<file path="src/rtl/tri_mode_ethernet_mac_tx.sv">
`default_nettype none
// ============================================================================
// tri_mode_ethernet_mac_tx : AXI-Stream to framed-byte Ethernet transmit MAC
// Revision: 1.0
// ============================================================================
module tri_mode_ethernet_mac_tx #(
  parameter int C_MIN_FRAME = 60,
  parameter int C_MAX_FRAME = 1514,
  parameter int C_IFG       = 12
) (
  input  logic       tx_mac_aclk,
  input  logic       tx_mac_reset,
  input  logic [7:0] tx_axis_mac_tdata,
  input  logic       tx_axis_mac_tvalid,
  input  logic       tx_axis_mac_tlast,
  input  logic       tx_axis_mac_tuser,
  output logic       tx_axis_mac_tready,
  output logic [7:0] tx_axis_rgmii_tdata,
  output logic       tx_axis_rgmii_tvalid,
  input  logic       tx_axis_rgmii_tready,
  output logic       tx_frame_done,
  output logic       tx_frame_error
);

  localparam logic [11:0] c_min_frame = 12'(C_MIN_FRAME);
  localparam logic [11:0] c_max_frame = 12'(C_MAX_FRAME);
  localparam logic [8:0]  c_ifg       = 9'(C_IFG);
  localparam logic [31:0] c_crc_init  = 32'hFFFF_FFFF;
  localparam logic [31:0] c_crc_poly  = 32'hEDB8_8320;

  typedef enum logic [2:0] {
    S_IDLE     = 3'd0,
    S_PREAMBLE = 3'd1,
    S_DATA     = 3'd2,
    S_PAD      = 3'd3,
    S_FCS      = 3'd4,
    S_DRAIN    = 3'd5,
    S_IFG      = 3'd6
  } state_t;

  state_t      r_state,    w_state_nxt;
  logic [2:0]  r_pre_cnt,  w_pre_cnt_nxt;
  logic [11:0] r_byte_cnt, w_byte_cnt_nxt;
  logic [2:0]  r_fcs_cnt,  w_fcs_cnt_nxt;
  logic [7:0]  r_ifg_cnt,  w_ifg_cnt_nxt;
  logic [31:0] r_crc,      w_crc_nxt;
  logic        r_err,      w_err_nxt;
  logic        r_open,     w_open_nxt;
  logic [7:0]  r_tdata,    w_tdata_nxt;
  logic        r_tvalid,   w_tvalid_nxt;

  logic        w_adv;
  logic [11:0] w_cnt_inc;
  logic [31:0] w_fcs_val;
  logic        w_ifg_done;
  logic        w_ifg_step;

  function automatic logic [31:0] crc32_byte(input logic [31:0] crc, input logic [7:0] data);
    logic [31:0] c;
    c = crc;
    for (int i = 0; i < 8; i++) begin
      c = (c >> 1) ^ ((c[0] ^ data[i]) ? c_crc_poly : 32'd0);
    end
    return c;
  endfunction

  assign w_adv      = !r_tvalid || tx_axis_rgmii_tready;
  assign w_cnt_inc  = r_byte_cnt + 12'd1;
  // Omitting the final complement on errored frames guarantees a bad FCS.
  assign w_fcs_val  = r_err ? r_crc : ~r_crc;
  assign w_ifg_step = tx_axis_rgmii_tready && ({1'b0, r_ifg_cnt} < c_ifg);
  assign w_ifg_done = ({1'b0, r_ifg_cnt} + {8'd0, tx_axis_rgmii_tready}) >= c_ifg;

  assign tx_axis_rgmii_tdata  = r_tdata;
  assign tx_axis_rgmii_tvalid = r_tvalid;

  always_ff @(posedge tx_mac_aclk or posedge tx_mac_reset) begin
    if (tx_mac_reset) begin
      r_state    <= S_IDLE;
      r_pre_cnt  <= 3'd0;
      r_byte_cnt <= 12'd0;
      r_fcs_cnt  <= 3'd0;
      r_ifg_cnt  <= 8'd0;
      r_crc      <= c_crc_init;
      r_err      <= 1'b0;
      r_open     <= 1'b0;
      r_tdata    <= 8'd0;
      r_tvalid   <= 1'b0;
    end else begin
      r_state    <= w_state_nxt;
      r_pre_cnt  <= w_pre_cnt_nxt;
      r_byte_cnt <= w_byte_cnt_nxt;
      r_fcs_cnt  <= w_fcs_cnt_nxt;
      r_ifg_cnt  <= w_ifg_cnt_nxt;
      r_crc      <= w_crc_nxt;
      r_err      <= w_err_nxt;
      r_open     <= w_open_nxt;
      r_tdata    <= w_tdata_nxt;
      r_tvalid   <= w_tvalid_nxt;
    end
  end

  always_comb begin
    w_state_nxt        = r_state;
    w_pre_cnt_nxt      = r_pre_cnt;
    w_byte_cnt_nxt     = r_byte_cnt;
    w_fcs_cnt_nxt      = r_fcs_cnt;
    w_ifg_cnt_nxt      = r_ifg_cnt;
    w_crc_nxt          = r_crc;
    w_err_nxt          = r_err;
    w_open_nxt         = r_open;
    w_tdata_nxt        = r_tdata;
    w_tvalid_nxt       = r_tvalid;
    tx_axis_mac_tready = 1'b0;
    tx_frame_done      = 1'b0;
    tx_frame_error     = 1'b0;

    case (r_state)
      S_IDLE: begin
        if (w_adv) begin
          w_tvalid_nxt = 1'b0;
          if (tx_axis_mac_tvalid) begin
            w_tdata_nxt   = 8'h55;
            w_tvalid_nxt  = 1'b1;
            w_pre_cnt_nxt = 3'd0;
            w_state_nxt   = S_PREAMBLE;
          end
        end
      end

      S_PREAMBLE: begin
        w_crc_nxt      = c_crc_init;
        w_byte_cnt_nxt = 12'd0;
        w_err_nxt      = 1'b0;
        w_open_nxt     = 1'b0;
        if (w_adv) begin
          w_tvalid_nxt = 1'b1;
          if (r_pre_cnt < 3'd6) begin
            w_tdata_nxt   = 8'h55;
            w_pre_cnt_nxt = r_pre_cnt + 3'd1;
          end else begin
            w_tdata_nxt = 8'hD5;
            w_state_nxt = S_DATA;
          end
        end
      end

      S_DATA: begin
        tx_axis_mac_tready = w_adv;
        w_fcs_cnt_nxt      = 3'd0;
        if (w_adv) begin
          if (tx_axis_mac_tvalid) begin
            w_tdata_nxt    = tx_axis_mac_tdata;
            w_tvalid_nxt   = 1'b1;
            w_crc_nxt      = crc32_byte(r_crc, tx_axis_mac_tdata);
            w_byte_cnt_nxt = w_cnt_inc;
            if (tx_axis_mac_tlast) begin
              w_err_nxt   = tx_axis_mac_tuser;
              w_open_nxt  = 1'b0;
              w_state_nxt = (w_cnt_inc < c_min_frame) ? S_PAD : S_FCS;
            end else if (w_cnt_inc == c_max_frame) begin
              w_err_nxt   = 1'b1;
              w_open_nxt  = 1'b1;
              w_state_nxt = S_FCS;
            end
          end else begin
            // Underrun: close the frame with a bad FCS, drop the rest later.
            w_tvalid_nxt = 1'b0;
            w_err_nxt    = 1'b1;
            w_open_nxt   = 1'b1;
            w_state_nxt  = (r_byte_cnt < c_min_frame) ? S_PAD : S_FCS;
          end
        end
      end

      S_PAD: begin
        if (w_adv) begin
          w_tdata_nxt    = 8'h00;
          w_tvalid_nxt   = 1'b1;
          w_crc_nxt      = crc32_byte(r_crc, 8'h00);
          w_byte_cnt_nxt = w_cnt_inc;
          if (w_cnt_inc >= c_min_frame) begin
            w_state_nxt = S_FCS;
          end
        end
      end

      S_FCS: begin
        if (w_adv) begin
          if (r_fcs_cnt == 3'd4) begin
            // Last FCS byte is on the output and being accepted this cycle.
            tx_frame_done  = 1'b1;
            tx_frame_error = r_err;
            w_tvalid_nxt   = 1'b0;
            w_ifg_cnt_nxt  = 8'd0;
            w_state_nxt    = r_open ? S_DRAIN : S_IFG;
          end else begin
            w_tdata_nxt   = w_fcs_val[{r_fcs_cnt[1:0], 3'b000} +: 8];
            w_tvalid_nxt  = 1'b1;
            w_fcs_cnt_nxt = r_fcs_cnt + 3'd1;
          end
        end
      end

      S_DRAIN: begin
        tx_axis_mac_tready = 1'b1;
        if (w_adv) begin
          w_tvalid_nxt = 1'b0;
        end
        if (w_ifg_step) begin
          w_ifg_cnt_nxt = r_ifg_cnt + 8'd1;
        end
        if (tx_axis_mac_tvalid && tx_axis_mac_tlast) begin
          w_open_nxt  = 1'b0;
          w_state_nxt = S_IFG;
        end
      end

      S_IFG: begin
        if (w_ifg_step) begin
          w_ifg_cnt_nxt = r_ifg_cnt + 8'd1;
        end
        // The final gap slot doubles as the idle-to-preamble load cycle.
        if (w_ifg_done) begin
          if (tx_axis_mac_tvalid && w_adv) begin
            w_tdata_nxt   = 8'h55;
            w_tvalid_nxt  = 1'b1;
            w_pre_cnt_nxt = 3'd0;
            w_state_nxt   = S_PREAMBLE;
          end else begin
            w_state_nxt = S_IDLE;
          end
        end
      end

      default: begin
        w_state_nxt = S_IDLE;
      end
    endcase
  end

endmodule
`default_nettype wire

</file>
<file path="config.mk">
export PLATFORM = sky130hd
export DESIGN_NAME = tri_mode_ethernet_mac_tx
export DESIGN_NICKNAME = d
export VERILOG_FILES = /design/src/rtl/tri_mode_ethernet_mac_tx.sv
export SDC_FILE = /design/constraint.sdc
export NUM_CORES = 1
export LEC_CHECK = 0
export ABC_AREA = 1
export BUFFER_PORTS_ARGS = -buffer_cell sky130_fd_sc_hd__buf_4
export CAP_MARGIN = 20
export CORE_MARGIN = 10
export CORE_UTILIZATION = 57
export DETAILED_ROUTE_END_ITERATION = 7
export GPL_ROUTABILITY_DRIVEN = 0
export PLACE_DENSITY = 0.74
export SYNTH_ARGS = -nofsm -noshare
export SYNTH_HDL_FRONTEND = slang
export SYNTH_SLANG_ARGS = --single-unit
</file>
<file path="constraint.sdc">
create_clock -name tx_mac_aclk -period 2.2 [get_ports tx_mac_aclk]
set_clock_uncertainty 0.2 [all_clocks]
set_input_delay 0.33 -clock tx_mac_aclk [delete_from_list [all_inputs] [get_ports tx_mac_aclk]]
set_output_delay 0.33 -clock tx_mac_aclk [all_outputs]
set_load 0.02 [all_outputs]
</file>
# Yosys cells after proc, flatten, opt, wreduce, memory -nomap -nowiden
# Cells that the tools add are included.
[classes] n_mul=0 n_lt_le_gt_ge=6 eq_ne=28 add_sub_neg=5 muxes=96 div_mod_pow=0 bitwise=25 n_shift=1 reduce_logical=26
[op_table] operator="$mux 32" count=20
[op_table] operator="$xor 31x32->32" count=16
[op_table] operator="$mux 8" count=14
[op_table] operator="$pmux 32 s3" count=1
[op_table] operator="$mux 3" count=24
[op_table] operator="$pmux 8 s6" count=1
[op_table] operator="$mux 12" count=3
[op_table] operator="$pmux 12 s3" count=1
[op_table] operator="$ne 2x2->1 const B" count=16
[op_table] operator="$not 32->32" count=1
[op_table] operator="$shiftx 32x6->8" count=1
[op_table] operator="$lt 12x6->1 const B" count=2
[op_table] operator="$mux 1" count=23
[op_table] operator="$pmux 3 s7" count=1
[op_table] operator="$pmux 8 s2" count=1
[op_table] operator="$reduce_and 7->1" count=2
[op_table] operator="$add 12x1->12 const B" count=1
[op_table] operator="$eq 12x11->1 const B" count=1
[op_table] operator="$eq 3x3->1 const B" count=4
[op_table] operator="$ge 12x6->1 const B" count=1
[op_table] operator="$reduce_and 12->1" count=1
[op_table] operator="$reduce_and 4->1" count=3
[op_table] operator="$reduce_and 11->1" count=1
[op_table] operator="$add 8x1->9" count=1
[op_table] operator="other kinds (26)" count=47
[totals] mem_bits_ro=0 out_inout_bits=12 mem_bits_rw=0 latchBits=0 ff_bits=72 in_bits=14 mem_count=0 word_cells=197

# Longest topological paths before layout
[depth] word_depth=27 ltp_mapped=14 depth_no_buf=14

# Worst setup path after synthesis
# OpenSTA, ideal clock, no wires.
[synth_timing] path_type="reg-to-output" start="register r_fcs_cnt[0]" end="output port tx_frame_error" stages_incl_launch_ff=11 required_ns=1.670 n_path_buf=2 slack_ns=-0.162 arrival_time_ns=1.832 cell_sequence="dfrtp_1 -> buf_2 -> clkinv_1 -> clkbuf_1 -> ha_1 -> nand2_1 -> nor2_4 -> inv_4 -> nor2_8 -> inv_2 -> nor2_1"
[synth_via] elab_chain_len=4
[synth_rtl] element="start, declared" line_no="44" text="logic [2:0] r_fcs_cnt, w_fcs_cnt_nxt;"
[synth_rtl] element="start signal, assigned" line_no="93" text="r_fcs_cnt <= w_fcs_cnt_nxt;"
[synth_rtl] element="$eq 3x3->1" line_no="190" text="if (r_fcs_cnt == 3'd4) begin"
[synth_rtl] element="$mux 1" line_no="190"
[synth_rtl] element="$mux 1" line_no="189" text="if (w_adv) begin"
[synth_rtl] element="$mux 1" line_no="118" text="case (r_state)"
[synth_rtl] element="end, declared" line_no="22" text="output logic tx_frame_error"
# Every way passes these cells.

# Final worst setup path
[layout_timing] start="register r_state[1]" end="output port tx_frame_error"
[layout_via] elab_chain_len=2
[layout_rtl] element="start, declared" line_no="41" text="state_t r_state, w_state_nxt;"
[layout_rtl] element="start signal, assigned" line_no="90" text="r_state <= w_state_nxt;"
[layout_rtl] element="$eq 3x3->1" line_no="118"
[layout_rtl] element="$mux 1" line_no="118"
# Every way passes these cells.

==> results.py <==
metrics = {
    "yosys": {
        "synth_area_leader_cell": "nand2_1",
        "synthAdderAreaFrac": 0.0156,
        "syn_nets": 969,
        "ys.warnings.count": 0,
        "synth_area_sq_um": 6400,
        "synthXorXnorAreaFrac": 0.135,
        "synth_top_cell_area_share": 0.162,
        "synthTopCellsByArea": "nand2_1 16%, dfrtp_1 16%, dfstp_2 13%",
        "synth_area_per_cell_sq_um": 6.76,
        "synth.distinct_cells": 54,
        "synthMuxAreaShare": 0,
        "synth_compound_area_frac": 0.140,
        "synthArstFlopShare": 1.00,
        "yosys.area_share.simple": 0.318,
        "seq_area_frac_synth": 0.288,
        "synth_ff_type": "dfrtp_1",
        "synth-edff-count": 0,
        "synth-seq-cells": 72,
        "synth_top_family_by_area": "simple AND/OR/NAND/NOR gates",
        "synthCells": 947,
    },
    "global_routing": {
        "gr-total-overflow": 0,
        "antenna_found_initial": 0,
        "grt_usage": 0.237,
        "grt_pass1_vias": 6046,
        "grt_max_degree": 73,
        "grt_pass1_wl_microns": 30700,
    },
    "floorplan": {
        "fp.dieH_microns": 126,
        "core_sq_um": 10900,
        "io_pins": 26,
        "initial_core_util": 0.585,
        "placementRows": 38,
        "die-area_sq_um": 15900,
        "die_w_microns": 126,
    },
    "critical_path": {
        "end_kind": "primary output",
        "cp_max_fo": 3,
        "crit_slowest_cell": "dfrtp_2",
        "critical_path_class": "register to primary output",
        "reg2reg_depth": 8,
        "max_stage_delay_ps": 410,
        "crit_path_cell_trace": "nor2_2 > inv_2 > nor2_4 > inv_4 > nor2_4 > inv_4 > nor2_8 > inv_4 > nor2_4 > buf_6",
        "r2r_end": "r_crc[26]",
        "crit_required_ps": 1670,
        "cp.arrival_ps": 1650,
        "r2r_setup_slack_ps": 80,
        "start_kind": "register",
        "r2r_start": "r_crc[4]",
    },
    "flow_run": {
        "maxCapViolCount": 0,
    },
    "clock_network": {
        "root_buffer": "clkbuf_16",
        "cts_made_buffers": 9,
        "insertion_delay_ps": 350,
        "cts.clk_slew.worst_paths_ps": 60,
        "cts_num_sinks": 72,
        "clockBufferDepth": 2,
        "cts_tree": "yes",
        "h-tree-depth": 3,
    },
    "timing": {
        "clock.fmax_mhz": 459,
        "setup_viol": 0,
        "fin_crit_ps": 2180,
        "slew_violations": 0,
        "max-slew-margin-rel": 0.692,
        "hold_violations": 0,
        "hold_ws_ps": 122,
        "worst_pin_slew_ps": 457,
        "period_share": 0.989,
        "rsz0062_at_grt": "yes",
    },
    "drt": {
        "vias_per_cell": 5.60,
        "drt_iter0_markers": 860,
        "vias": 6599,
        "route.detailed.drc": 0,
        "first_pass_iters": 6,
        "antenna_left": 0,
        "post_drt_wl_per_cell_microns": 16.8,
        "drt_wl_total_microns": 19800,
    },
    "power_and_ir_drop": {
        "p_leak_nw": 3.85,
        "vdd_ir_drop_max_v": 0.000974,
        "internal_power_mw": 5.90,
        "comb_power_share": 0.677,
        "swShare": 0.504,
        "clockPowerShare": 0.126,
        "power_density_nw_per_um2": 1530,
        "seqPwrFrac": 0.197,
        "p_switching_mw": 6.00,
    },
    "finish": {
        "stdcell_area_sq_um": 7750,
        "layout_commonest_cell": "nand2_1",
        "fillers": 913,
        "nNetsFinal": 1055,
        "layout-drive-gt1-share": 0.235,
        "final_core_util": 0.709,
        "layout_common_cells": "265 x nand2_1, 105 x inv_1, 98 x buf_4, 67 x o21ai_0, 62 x nor2_1",
        "area_growth_syn_to_layout_pct": 21.1,
        "n_antenna_cell": 0,
    },
    "placement": {
        "portBuffers": 25,
        "dpl_cell_area_sq_um": 7070,
        "hpwlAfterDp_microns": 14000,
    },
    "hold_path": {
        "min-delay-start": "tx_axis_mac_tdata[2]",
        "hold_class": "primary input to register",
        "min_to": "tx_axis_rgmii_tdata[2]",
        "holdPathStages": 3,
    },
    "run_status": {
        "outcome": "completed",
    },
}
-- through the flow --
stage | std cells | power [mW] | worst slack [ps] | setup TNS, ps
floorplan | 947 | 7.45 | 12.9 | 0
global placement | 1142 | 9.57 | -162 | -310
detailed placement | 1142 | 9.65 | -14.5 | -38.6
CTS | 1161 | 11.3 | 0.459 | 0
global route | 1178 | 12.8 | -71.2 | -273
finish | 1178 | 11.9 | 23.1 | 0
-- power by group through the flow --
stage                     combinational (mW)  clock [mW]  sequential (mW)
after floorplan                         5.22           0             2.23
after global placement                  7.23           0             2.34
after detailed placement                7.30           0             2.35
after CTS                               7.41        1.53             2.32
after global routing                    8.85        1.56             2.39
final                                   8.05        1.50             2.34
-- cell type report --
cell class,count,area (sq um),area share
clock buffer,10,229,0.0295
clock inverter,6,67.6,0.00872
inverter,125,488,0.0630
multi-input combinational,720,4100,0.530
sequential,72,1850,0.238
tap,140,175,0.0226
timing repair buffer,105,840,0.108
-- cell families after synthesis --
logic type,after synthesis
simple gates,465
flops,72
compound gates,159
buf+inv,155
fa+ha+maj,8
xor+xnor,88
-- repair_timing --
item | CTS | global route
hold buffers | 1 | 0
endpoints found under the hold margin | 40 | 0
resized for setup | 8 | 48
setup endpoints to repair | 6 | 40
buffers inserted | 2 | 17
pin swaps | 0 | 9
-- per-layer routing --
| metal | track usage | share of wire |
|---|---|---|
| met5 | 0 | 0 |
| met4 | 0.0998 | 0.046 |
| met3 | 0.0545 | 0.083 |
| met2 | 0.386 | 0.47 |
| met1 | 0.295 | 0.40 |
-- cells in the mapped netlist (all sizes together), types with 2 or more instances --
cell type / n
nand3b: 5
o221ai: 2
inv: 122
a31oi: 7
clkbuf: 5
nand3: 61
o21ai: 73
dfrtp: 40
ha: 8
nand4: 12
xnor2: 25
a21oi: 45
or2: 7
nor2: 78
a22oi: 7
nor3: 14
buf: 25
o22ai: 11
dfstp: 32
o211ai: 7
nand2: 286
a211oi: 2
xor2: 63
clkinv: 3
a32oi: 2
-- worst max-delay path, delay by kind of cell (launching register included) --
| kind | cells | cell delay (ps) |
|---|---|---|
| and+or+nand+nor | 5 | 540 |
| buffers and inverters | 5 | 350 |
| DFF | 1 | 410 |
-- state kept, by name, summed over array words and instances (netlist names) --
name / cells
tx_axis_rgmii_tdata: 8
r_state: 3
r_ifg_cnt: 8
r_byte_cnt: 12
r_fcs_cnt: 3
tx_axis_rgmii_tvalid: 1
r_crc: 32
r_open: 1
r_err: 1
r_pre_cnt: 3
-- worst max-delay path by stage --
stage	slack [ps]	cells past startpoint	end	startpoint
6_report	20	10	tx_frame_error	r_state[1]
3_3_place_gp	-160	10	r_crc[29]	r_state[2]
5_1_grt	-70	10	tx_frame_error	r_state[1]
3_5_place_dp	-10	13	r_state[1]	tx_axis_rgmii_tready
2_1_floorplan	10	12	tx_axis_rgmii_tdata[2]	r_fcs_cnt[0]
4_1_cts	0.5	13	r_state[2]	r_byte_cnt[0]
Power figures use the tool's default switching activity.
